--- src/rtl/seq_subtractor.sv ---
// Multi-cycle subtractor: a-b-bin (or b-a-bin when rev) over WIDTH bits,
// processed DIGIT bits per clock through a rippled full-subtractor borrow chain.
module seq_subtractor #(
  parameter int unsigned WIDTH = 16,
  parameter int unsigned DIGIT = 4
) (
  input  logic             clk,
  input  logic             rst,
  input  logic             start,
  input  logic [WIDTH-1:0] a,
  input  logic [WIDTH-1:0] b,
  input  logic             bin,
  input  logic             rev,
  output logic             busy,
  output logic             done,
  output logic [WIDTH-1:0] diff,
  output logic             bout,
  output logic             ovf,
  output logic             zero
);

  // DIGIT must divide WIDTH; N digits per operation.
  localparam int unsigned N  = WIDTH / DIGIT;
  localparam int unsigned CW = (N > 1) ? $clog2(N) : 1;
  localparam logic [CW-1:0] LAST = CW'(N - 1);

  typedef enum logic [1:0] {S_IDLE, S_RUN, S_DONE} state_t;

  state_t           r_state;
  state_t           w_state_next;

  logic [WIDTH-1:0] r_opa;
  logic [WIDTH-1:0] r_opb;
  logic [WIDTH-1:0] r_work;
  logic             r_borrow;
  logic [CW-1:0]    r_cnt;

  logic [WIDTH-1:0] r_diff;
  logic             r_bout;
  logic             r_ovf;
  logic             r_zero;

  logic             w_accept;
  logic             w_last;
  logic [31:0]      w_shamt;
  logic [DIGIT-1:0] w_x;
  logic [DIGIT-1:0] w_y;
  logic [DIGIT-1:0] w_d;
  logic             w_br_out;
  logic [WIDTH-1:0] w_work_next;
  logic             w_ovf_next;

  assign w_accept = start && (r_state != S_RUN);
  assign w_last   = (r_cnt == LAST);
  assign w_shamt  = 32'(r_cnt) * DIGIT;
  assign w_x      = DIGIT'(r_opa >> w_shamt);
  assign w_y      = DIGIT'(r_opb >> w_shamt);

  always_comb begin
    logic v_br;
    v_br = r_borrow;
    w_d  = '0;
    for (int unsigned i = 0; i < DIGIT; i++) begin
      w_d[i] = w_x[i] ^ w_y[i] ^ v_br;
      v_br   = (~w_x[i] & w_y[i]) | (~w_x[i] & v_br) | (w_y[i] & v_br);
    end
    w_br_out = v_br;
  end

  // Work register is cleared on acceptance, so OR-ing in each digit suffices.
  assign w_work_next = r_work | (WIDTH'(w_d) << w_shamt);
  assign w_ovf_next  = (r_opa[WIDTH-1] ^ r_opb[WIDTH-1]) &
                       (w_work_next[WIDTH-1] ^ r_opa[WIDTH-1]);

  always_ff @(posedge clk or posedge rst) begin
    if (rst) r_state <= S_IDLE;
    else     r_state <= w_state_next;
  end

  always_comb begin
    w_state_next = r_state;
    unique case (r_state)
      S_IDLE:  if (start) w_state_next = S_RUN;
      S_RUN:   if (w_last) w_state_next = S_DONE;
      S_DONE:  w_state_next = start ? S_RUN : S_IDLE;
      default: w_state_next = S_IDLE;
    endcase
  end

  always_comb begin
    busy = (r_state == S_RUN);
    done = (r_state == S_DONE);
  end

  always_ff @(posedge clk or posedge rst) begin
    if (rst) begin
      r_opa    <= '0;
      r_opb    <= '0;
      r_work   <= '0;
      r_borrow <= 1'b0;
      r_cnt    <= '0;
      r_diff   <= '0;
      r_bout   <= 1'b0;
      r_ovf    <= 1'b0;
      r_zero   <= 1'b0;
    end else if (w_accept) begin
      r_opa    <= rev ? b : a;
      r_opb    <= rev ? a : b;
      r_work   <= '0;
      r_borrow <= bin;
      r_cnt    <= '0;
    end else if (r_state == S_RUN) begin
      r_work   <= w_work_next;
      r_borrow <= w_br_out;
      r_cnt    <= w_last ? '0 : r_cnt + 1'b1;
      if (w_last) begin
        r_diff <= w_work_next;
        r_bout <= w_br_out;
        r_ovf  <= w_ovf_next;
        r_zero <= (w_work_next == '0);
      end
    end
  end

  assign diff = r_diff;
  assign bout = r_bout;
  assign ovf  = r_ovf;
  assign zero = r_zero;

endmodule
--- config.mk ---
export PLATFORM = sky130hd
export DESIGN_NAME = seq_subtractor
export DESIGN_NICKNAME = d
export VERILOG_FILES = /design/src/rtl/seq_subtractor.sv
export SDC_FILE = /design/constraint.sdc
export NUM_CORES = 1
export LEC_CHECK = 0
export ABC_AREA = 1
export BUFFER_PORTS_ARGS = -buffer_cell sky130_fd_sc_hd__buf_2
export CORE_ASPECT_RATIO = 0.6
export CORE_UTILIZATION = 40
export DETAILED_ROUTE_END_ITERATION = 6
export PLACE_DENSITY = 0.59
export SETUP_SLACK_MARGIN = 0.4
export SKIP_CTS_REPAIR_TIMING = 1
export SLEW_MARGIN = 25
export SYNTH_ARGS = -nofsm -noshare
export SYNTH_HDL_FRONTEND = slang
export SYNTH_SLANG_ARGS = --single-unit
--- constraint.sdc ---
create_clock -name clk -period 4.12 [get_ports clk]
set_input_delay 0.412 -clock clk [delete_from_list [all_inputs] [get_ports clk]]
set_output_delay 0.412 -clock clk [all_outputs]
set_load 0.01 [all_outputs]
==> Word level (Yosys, flattened, before mapping) <==
Index checks and enable logic that the tools add are counted.
{ "op_classes": {"shifts": 3, "n_eq_ne": 6, "add_sub_neg": 1, "mux": 13, "reduce_logical": 6, "bitwise": 37} }
{ "ops": {"columns": ["cell", "n"], "rows": [
  ["2-to-1 mux 16 bit", 4],
  ["right shift 16 x 4 -> 4 bit", 2],
  ["logical NOT 16 bit", 1],
  ["bitwise OR 16 bit", 1],
  ["<< shifter 4 x 4 -> 16 bit", 1],
  ["AND 1 bit", 13],
  ["2-to-1 mux 2 bit", 5],
  ["XOR 1 bit", 10],
  ["bitwise OR 1 bit", 8],
  ["case mux 2 bit (3 select lines)", 1],
  ["inverter 1 bit", 5],
  ["equality test 2 bit, second input constant", 2],
  ["inequality test 2 x 1 -> 1 bit, second input constant", 2],
  ["2-to-1 mux 1 bit", 3],
  ["AND reduction 3 bit", 1],
  ["adder 2 x 1 -> 2 bit, second input constant", 1],
  ["equality test 2 x 1 -> 1 bit, second input constant", 1],
  ["logical NOT 2 bit", 1],
  ["inequality test 2 bit, second input constant", 1],
  ["AND reduction 2 bit", 1],
  ["nonzero test 2 bit", 1],
  ["logical AND 1 bit", 1]
]} }
{ "totals": {"word_cells": 76, "regBits": 72, "in_bits": 37} }

==> Logic depth before layout (Yosys ltp) <==
Gate-level depths: netlist of run 1.
{ "depth": {"word_depth": 16, "mapped_depth": 18, "ltp_nobuf": 16} }

==> Least setup slack after synthesis of run 1 <==
Ideal clock, no wire load.
{ "synth_path": {"path_kind": "reg-to-reg", "start": "reg r_cnt[0]", "end": "reg r_zero, in the netlist zero", "t_arrival_ns": 3.222, "stages_incl_launch_ff": 18, "slack_ns": 0.833, "setup_time_ns": 0.065, "cell_sequence": "dfrtp_1 > buf_6 > buf_6 > buf_2 > o21ai_0 > a21oi_1 > fa_1 > fa_1 > fa_1 > fa_1 > inv_1 > nand3_1 > nand2_1 > nor2_1 > nand2_1 > nor2_1 > nand3_1 > nand2_1"} }
{ "synth_via": {"elab_chain_cells": 15, "elab_cells_between_ends": 33} }
{ "synth_lines": {"columns": ["element", "line", "source"], "rows": [
  ["from (decl)", "36", "logic [CW-1:0] r_cnt;"],
  ["from (signal assigned)", "115", "r_cnt <= w_last ? '0 : r_cnt + 1'b1;"],
  ["right shift 16 x 4 -> 4 bit", "56", "assign w_x = DIGIT'(r_opa >> w_shamt);"],
  ["inverter 1 bit", "65", "v_br = (~w_x[i] & w_y[i]) | (~w_x[i] & v_br) | (w_y[i] & v_br);"],
  ["AND 1 bit", "65", null],
  ["bitwise OR 1 bit (2 in series)", "65", null],
  ["AND 1 bit", "65", null],
  ["bitwise OR 1 bit (2 in series)", "65", null],
  ["AND 1 bit", "65", null],
  ["bitwise OR 1 bit (2 in series)", "65", null],
  ["XOR 1 bit", "64", "w_d[i] = w_x[i] ^ w_y[i] ^ v_br;"],
  ["<< shifter 4 x 4 -> 16 bit", "71", "assign w_work_next = r_work | (WIDTH'(w_d) << w_shamt);"],
  ["bitwise OR 16 bit", "71", null],
  ["logical NOT 16 bit", "120", "r_zero <= (w_work_next == '0);"],
  ["to (signal assigned)", "120", null],
  ["to (decl)", "41", "logic r_zero;"]
]} }
Several ways; a longest one is shown, not always the timed one.
A chain may end at the register's enable or synchronous reset.

==> Final worst setup path of run 1 <==
Same ends and word-level chain as after synthesis.

==> reports/qor.txt, run 1 <==
=================================================================================
Result of the run                                                    finished clean
Critical Setup Path Class                                              reg -> reg
TritonCTS clock tree                                                          yes
Number of levels the H-tree was split into                                      3
Largest net degree at the start of global routing                              70
Worst slew slack as a fraction of its limit                                 0.414
Number of warnings issued by yosys                                              0
Starting DRC count in detailed routing                                        237
Final wirelength                                                          9.11 mm
Worst R2R Setup Slack                                                     0.61 ns
Internal cell power                                                       2280 µW
Switching Power                                                           1730 µW
Global route overflow                                                           0
Mean cell area of the mapped netlist                                     7.77 µm²
Layout cell share with drive strength beyond 1                              0.182
Cells after synthesis                                                         481
Number of clock sinks seen by CTS                                              72
Vias                                                                         3155
Kind of end point of the critical path                                       flop
Global router's overall resource usage                                      0.209
Max-capacitance violation count                                                 0
Residual DRC                                                                    0
Area of the mapped netlist                                               3740 µm²
Shortest period the worst path allows                                     3.51 ns
Port-buffer cells                                                              57
Initial standard-cell utilization of the core                               0.425
Largest fanout of any net on the critical path                                 11
Vert. Die Dim                                                             76.9 µm
Layout Nets                                                                   575
Hold violation total from the final report                                      0
Placed wire-length estimate after detailed placement                      6.55 mm
Die W                                                                      127 µm
Core area                                                                8780 µm²
Net Sw Frac                                                                 0.430
Sequential Power Share                                                      0.306
Setup Skew                                                             0.00271 ns
Clock slew seen by the registers of the worst setup and hold paths        0.06 ns
Layout overhead on the synthesized area                                     18.6%
Fill cell instance count of the final layout                                  894
Slew of the pin with the lowest slew margin                              0.880 ns
Worst hold-check path type                                            in -> async
Pre-antenna DRT Iters                                                           4
Worst Path Required                                                       4.39 ns
Post-detailed-route via-to-cell ratio                                        4.85
Post-DP Area                                                             4020 µm²
Number of max-slew violations in the final report                               0
P_leak                                                                 0.00232 µW
Initial antenna violation count                                                 1
Total nets after synthesis                                                    523
Maximum root-to-sink buffer count                                               2
Ratio of final minimum period to clock period                               0.853
Clock latency on the worst-skew pair                                      0.33 ns
Antenna diode count                                                             0
Cell at the root of the clock tree                                   sky130_fd_sc_hd__clkbuf_16
Final Cell Area                                                          4430 µm²
CP arrival                                                                3.78 ns
Synthesis-stage register bit count                                             72
Number of clock buffers inserted by TritonCTS                                   9
RSZ-0062 raised after global routing                                        false
CP Launch Type                                                               flop
Sum Neg Setup Slack                                                          0 ns
Part of the power in the clock network                                      0.228
Worst R2R End                                                                zero
Gpl congestion                                                              0.812
Row Count                                                                      26
Number of nets with antenna violations after detailed routing                   0
Global-route wire length before repair                                    15.4 mm
Distinct cell type count of the synthesized netlist                            28
Setup violation total in the final timing report                                0
I/O pins                                                                       58
Worst-case vdd ir drop                                                     367 µV
DR WL/cell                                                                14.0 µm
Share of power burned in combinational logic                                0.465
DIE AREA                                                                 9740 µm²
Worst r2r path cells                                                           15
Power density cells                                                    905 nW/µm²
Peak Freq                                                                 285 MHz
Sequential area share after synthesis                                       0.482
R2r startpoint                                                           r_cnt[0]
Via count of the first global-routing pass                                   2986
=================================================================================
[through the flow]
step                      setup WS, ns   util  total power [µW]  hold slack, ns  std cells
after global placement           0.656  0.457              2990           0.460        627
after floorplan                  0.833      -              2530           0.448        481
after detailed placement         0.544  0.457              3030           0.460        627
after CTS                        0.463  0.498              3980           0.320        643
after global routing             0.389  0.504              4390           0.257        650
final                            0.606  0.504              4010           0.201        650
[power groups by stage]
| stage | clock network (µW) | registers [µW] | logic, µW |
|---|---|---|---|
| after floorplan | 0 | 1180 | 1350 |
| after global placement | 0 | 1230 | 1760 |
| after detailed placement | 0 | 1230 | 1800 |
| after CTS | 936 | 1230 | 1810 |
| after global routing | 970 | 1270 | 2160 |
| final | 915 | 1230 | 1870 |
[worst max-delay path, cell delays in order, from the launching register on]
cell,delay (ns)
sky130_fd_sc_hd__dfrtp_2,0.47
sky130_fd_sc_hd__clkinvlp_4,0.23
sky130_fd_sc_hd__o21ai_0,0.22
sky130_fd_sc_hd__o22ai_1,0.11
sky130_fd_sc_hd__fa_1,0.39
sky130_fd_sc_hd__fa_1,0.39
sky130_fd_sc_hd__fa_1,0.42
sky130_fd_sc_hd__fa_1,0.52
sky130_fd_sc_hd__inv_1,0.06
sky130_fd_sc_hd__nand3_1,0.07
sky130_fd_sc_hd__nand2_1,0.11
sky130_fd_sc_hd__nor2_1,0.12
sky130_fd_sc_hd__nand2_1,0.07
sky130_fd_sc_hd__nor2_1,0.11
sky130_fd_sc_hd__nand3_1,0.09
sky130_fd_sc_hd__nand2_1,0.06
[layout by cell type, fill, tap and decap left out, types with 3 or more instances in the layout]
master / instances
sky130_fd_sc_hd__buf_2: 57
sky130_fd_sc_hd__a21oi_1: 49
sky130_fd_sc_hd__nor3_1: 4
sky130_fd_sc_hd__clkbuf_16: 9
sky130_fd_sc_hd__o22ai_1: 4
sky130_fd_sc_hd__bufinv_16: 3
sky130_fd_sc_hd__dfrtp_1: 71
sky130_fd_sc_hd__fa_1: 4
sky130_fd_sc_hd__nand3_1: 9
sky130_fd_sc_hd__nand2_1: 105
sky130_fd_sc_hd__buf_4: 11
sky130_fd_sc_hd__o21ai_0: 67
sky130_fd_sc_hd__inv_1: 61
sky130_fd_sc_hd__nor2_1: 62
[per-layer routing]
metal	share of wire	track usage	vias up
met4	0.0060	0.0464	0
met3	0.076	0.0649	8
met2	0.37	0.270	80
li1	-	-	1622
met1	0.55	0.330	1445
met5	0	0	-
[cell usage after synthesis, drive strengths merged]
cell	n	area, µm²
a21oi	51	270
a31oi	1	6.26
buf	22	155
clkbuf	5	20.0
clkinv	1	8.76
dfrtp	72	1800
fa	4	80.1
ha	1	12.5
inv	65	249
nand2	107	417
nand3	10	55.1
nor2	64	259
nor3	4	20.0
o211ai	2	15.0
o21ai	67	335
o22ai	4	25.0
or2	1	6.26
[how the worst max path moves through the flow]
stage          startpoint    to  slack [ns]  cells after the start
2_1_floorplan    r_cnt[0]  zero        0.83                     17
3_3_place_gp     r_cnt[0]  zero        0.66                     15
3_5_place_dp     r_cnt[0]  zero        0.54                     15
4_1_cts          r_cnt[0]  zero        0.46                     15
5_1_grt          r_cnt[0]  zero        0.39                     15
6_report         r_cnt[0]  zero        0.61                     15
[final cells by class]
| cell class | instances | area, µm² | area share |
|---|---|---|---|
| Multi-Input combinational cell | 316 | 1500 | 0.339 |
| Timing Repair Buffer | 68 | 368 | 0.0830 |
| Clock buffer | 11 | 253 | 0.0570 |
| Inverter | 66 | 263 | 0.0593 |
| Tap cell | 112 | 140 | 0.0316 |
| Clock inverter | 5 | 103 | 0.0232 |
| Sequential cell | 72 | 1800 | 0.407 |
[state kept, by name, indices dropped and copies added, names as in the netlist]
register  flops
bout          1
diff         16
ovf           1
r_borrow      1
r_cnt         2
r_opa        16
r_opb        16
r_state       2
r_work       16
zero          1
[logic make-up after synthesis]
kind of cell	Yosys count	synth area share
AO/OA/AOI/OAI	125	0.174
adder cells (fa/ha/maj)	5	0.0248
buffers and inverters	93	0.116
flip-flops	72	0.482
AND/OR/NAND/NOR	186	0.203
Power figures use the tool's default switching activity.
==> run 2, diff against run 1 <==
==> constraint.sdc (replaced) <==
create_clock -name clk -period 4 [get_ports clk]
set_input_delay 0.4 -clock clk [delete_from_list [all_inputs] [get_ports clk]]
set_output_delay 0.4 -clock clk [all_outputs]
set_load 0.01 [all_outputs]
==> reports/qor.txt, run 2 (synthesis gave the netlist of run 1 again) <==
=================================================================================
Vert. Die Dim                                                             76.9 µm
DR WL/cell                                                                14.1 µm
Number of nets with antenna violations after detailed routing                   0
Worst Path Required                                                       4.27 ns
Core area                                                                8780 µm²
Post-detailed-route via-to-cell ratio                                        4.90
Most common cell after layout, fill and taps aside                   sky130_fd_sc_hd__nand2_1
Setup violation total in the final timing report                                0
Shortest period the worst path allows                                     3.31 ns
Filler-free cell count of the finished design                                 645
Dpl cells                                                                     627
Port-buffer cells                                                              57
Setup Skew                                                             0.00746 ns
Cell at the root of the clock tree                                   sky130_fd_sc_hd__clkbuf_16
Max Used Layer                                                               met4
P_leak                                                                 0.00231 µW
Delay of the slowest cell on the worst path                               0.51 ns
Starting DRC count in detailed routing                                        178
Kind of cell with the highest combined delay on the critical path     adder cells
Maximum root-to-sink buffer count                                               2
Ratio of final minimum period to clock period                               0.828
Gpl congestion                                                              0.816
Placed wire-length estimate after detailed placement                      6.47 mm
Place WS                                                                 0.652 ns
Max-capacitance violation count                                                 0
Worst-case vdd ir drop                                                     384 µV
Highest-delay cell along the critical path                           sky130_fd_sc_hd__fa_1
Largest net degree at the start of global routing                              70
Initial antenna violation count                                                 0
Residual DRC                                                                    0
Antenna diode count                                                             0
I/O pins                                                                       58
Via count of the first global-routing pass                                   2949
Number of clock sinks seen by CTS                                              72
Area taken by multi-input logic gates                                    1500 µm²
Pre-antenna DRT Iters                                                           5
Global router's overall resource usage                                      0.205
Ordered cell list for the critical path                              buf_8 -> o21ai_0 -> o22ai_1 -> fa_1 -> fa_1 -> fa_2 -> fa_1 -> inv_1 -> nand3_1 -> nand2_1 -> nor2_1 -> nand2_1 -> nor2_1 -> nand3_1 -> nand2_1
Vias                                                                         3163
Global route overflow                                                           0
RSZ-0062 raised after global routing                                        false
Post-layout worst setup margin                                           0.689 ns
DIE AREA                                                                 9740 µm²
Peak Freq                                                                 302 MHz
Largest fanout of any net on the critical path                                 21
Sum Neg Setup Slack                                                          0 ns
Hold violation total from the final report                                      0
CP arrival                                                                3.59 ns
Met2 Routed Length                                                        3.24 mm
Initial standard-cell utilization of the core                               0.425
Storage element area                                                     1800 µm²
Highest-count cells in the layout ignoring fill and taps             105 x sky130_fd_sc_hd__nand2_1, 70 x sky130_fd_sc_hd__dfrtp_1, 67 x sky130_fd_sc_hd__o21ai_0, 62 x sky130_fd_sc_hd__nor2_1, 61 x sky130_fd_sc_hd__inv_1
Die W                                                                      127 µm
Global-route wire length before repair                                    15.2 mm
Routed met3 length                                                         581 µm
Power density cells                                                    949 nW/µm²
Number of levels the H-tree was split into                                      3
Worst slew slack as a fraction of its limit                                 0.408
Worst hold-check path type                                            in -> async
Layout Nets                                                                   570
Kind of end point of the critical path                                       flop
Critical Setup Path Class                                              reg -> reg
Layout cell share with drive strength beyond 1                              0.176
Clock slew seen by the registers of the worst setup and hold paths        0.06 ns
Slew of the pin with the lowest slew margin                              0.889 ns
Final wirelength                                                          9.12 mm
Clock latency on the worst-skew pair                                      0.33 ns
Layout overhead on the synthesized area                                     18.6%
Number of clock buffers inserted by TritonCTS                                   9
Result of the run                                                    finished clean
Fill cell instance count of the final layout                                  884
Critical path buffer and inverter count                                         2
CP Launch Type                                                               flop
TritonCTS clock tree                                                          yes
Number of max-slew violations in the final report                               0
Row Count                                                                      26
WL met1                                                                   5.21 mm
=================================================================================
[run 2: metrics by stage]
| step | total power [µW] | utilization | hold slack (ns) | instance area [µm²] |
|---|---|---|---|---|
| global placement | 3080 | 0.457 | 0.460 | 4020 |
| CTS | 4180 | 0.501 | 0.287 | 4400 |
| floorplan | 2610 | - | 0.448 | 3740 |
| finish | 4210 | 0.504 | 0.167 | 4430 |
| global route | 4590 | 0.504 | 0.224 | 4430 |
| detailed placement | 3110 | 0.457 | 0.464 | 4020 |
[run 2: where the power goes]
group	internal [µW]	switching (µW)
clock network	734	303
logic	646	1270
registers	1050	208
total	2430	1780
[run 2: cell type report]
class / count / area share
Multi-Input combinational cell: 316 / 0.339
Timing Repair Buffer: 62 / 0.0746
Tap cell: 112 / 0.0316
Sequential cell: 72 / 0.407
Clock inverter: 6 / 0.0350
Inverter: 66 / 0.0593
Clock buffer: 10 / 0.0517
Timing Repair inverter: 1 / 0.00113
[run 2: routing by layer]
metal | vias up | track usage
met5 | - | 0
li1 | 1609 | -
met3 | 9 | 0.0635
met4 | 0 | 0.0500
met2 | 77 | 0.254
met1 | 1468 | 0.333
[run 2: path summary, 6_finish.rpt]
check | startpoint | to | slack [ns] | cells past startpoint
min reg2reg | diff[8] | diff[8] | 0.47 | 2
max | r_cnt[0] | zero | 0.69 | 15
min | rst | r_opb[1] | 0.17 | 2
max reg2reg | r_cnt[0] | zero | 0.69 | 15
max in group asynchronous | rst | r_cnt[0] | 2.93 | 3
min in group clk | bin | r_borrow | 0.31 | 3
[run 2: worst register-to-register path, stage by stage, from the launching register on]
cell and delay, ns:
sky130_fd_sc_hd__dfrtp_2 0.45, sky130_fd_sc_hd__buf_8 0.17, sky130_fd_sc_hd__o21ai_0 0.17, sky130_fd_sc_hd__o22ai_1 0.13
sky130_fd_sc_hd__fa_1 0.40, sky130_fd_sc_hd__fa_1 0.40, sky130_fd_sc_hd__fa_2 0.37, sky130_fd_sc_hd__fa_1 0.51
sky130_fd_sc_hd__inv_1 0.06, sky130_fd_sc_hd__nand3_1 0.06, sky130_fd_sc_hd__nand2_1 0.12, sky130_fd_sc_hd__nor2_1 0.13
sky130_fd_sc_hd__nand2_1 0.06, sky130_fd_sc_hd__nor2_1 0.09, sky130_fd_sc_hd__nand3_1 0.08, sky130_fd_sc_hd__nand2_1 0.06
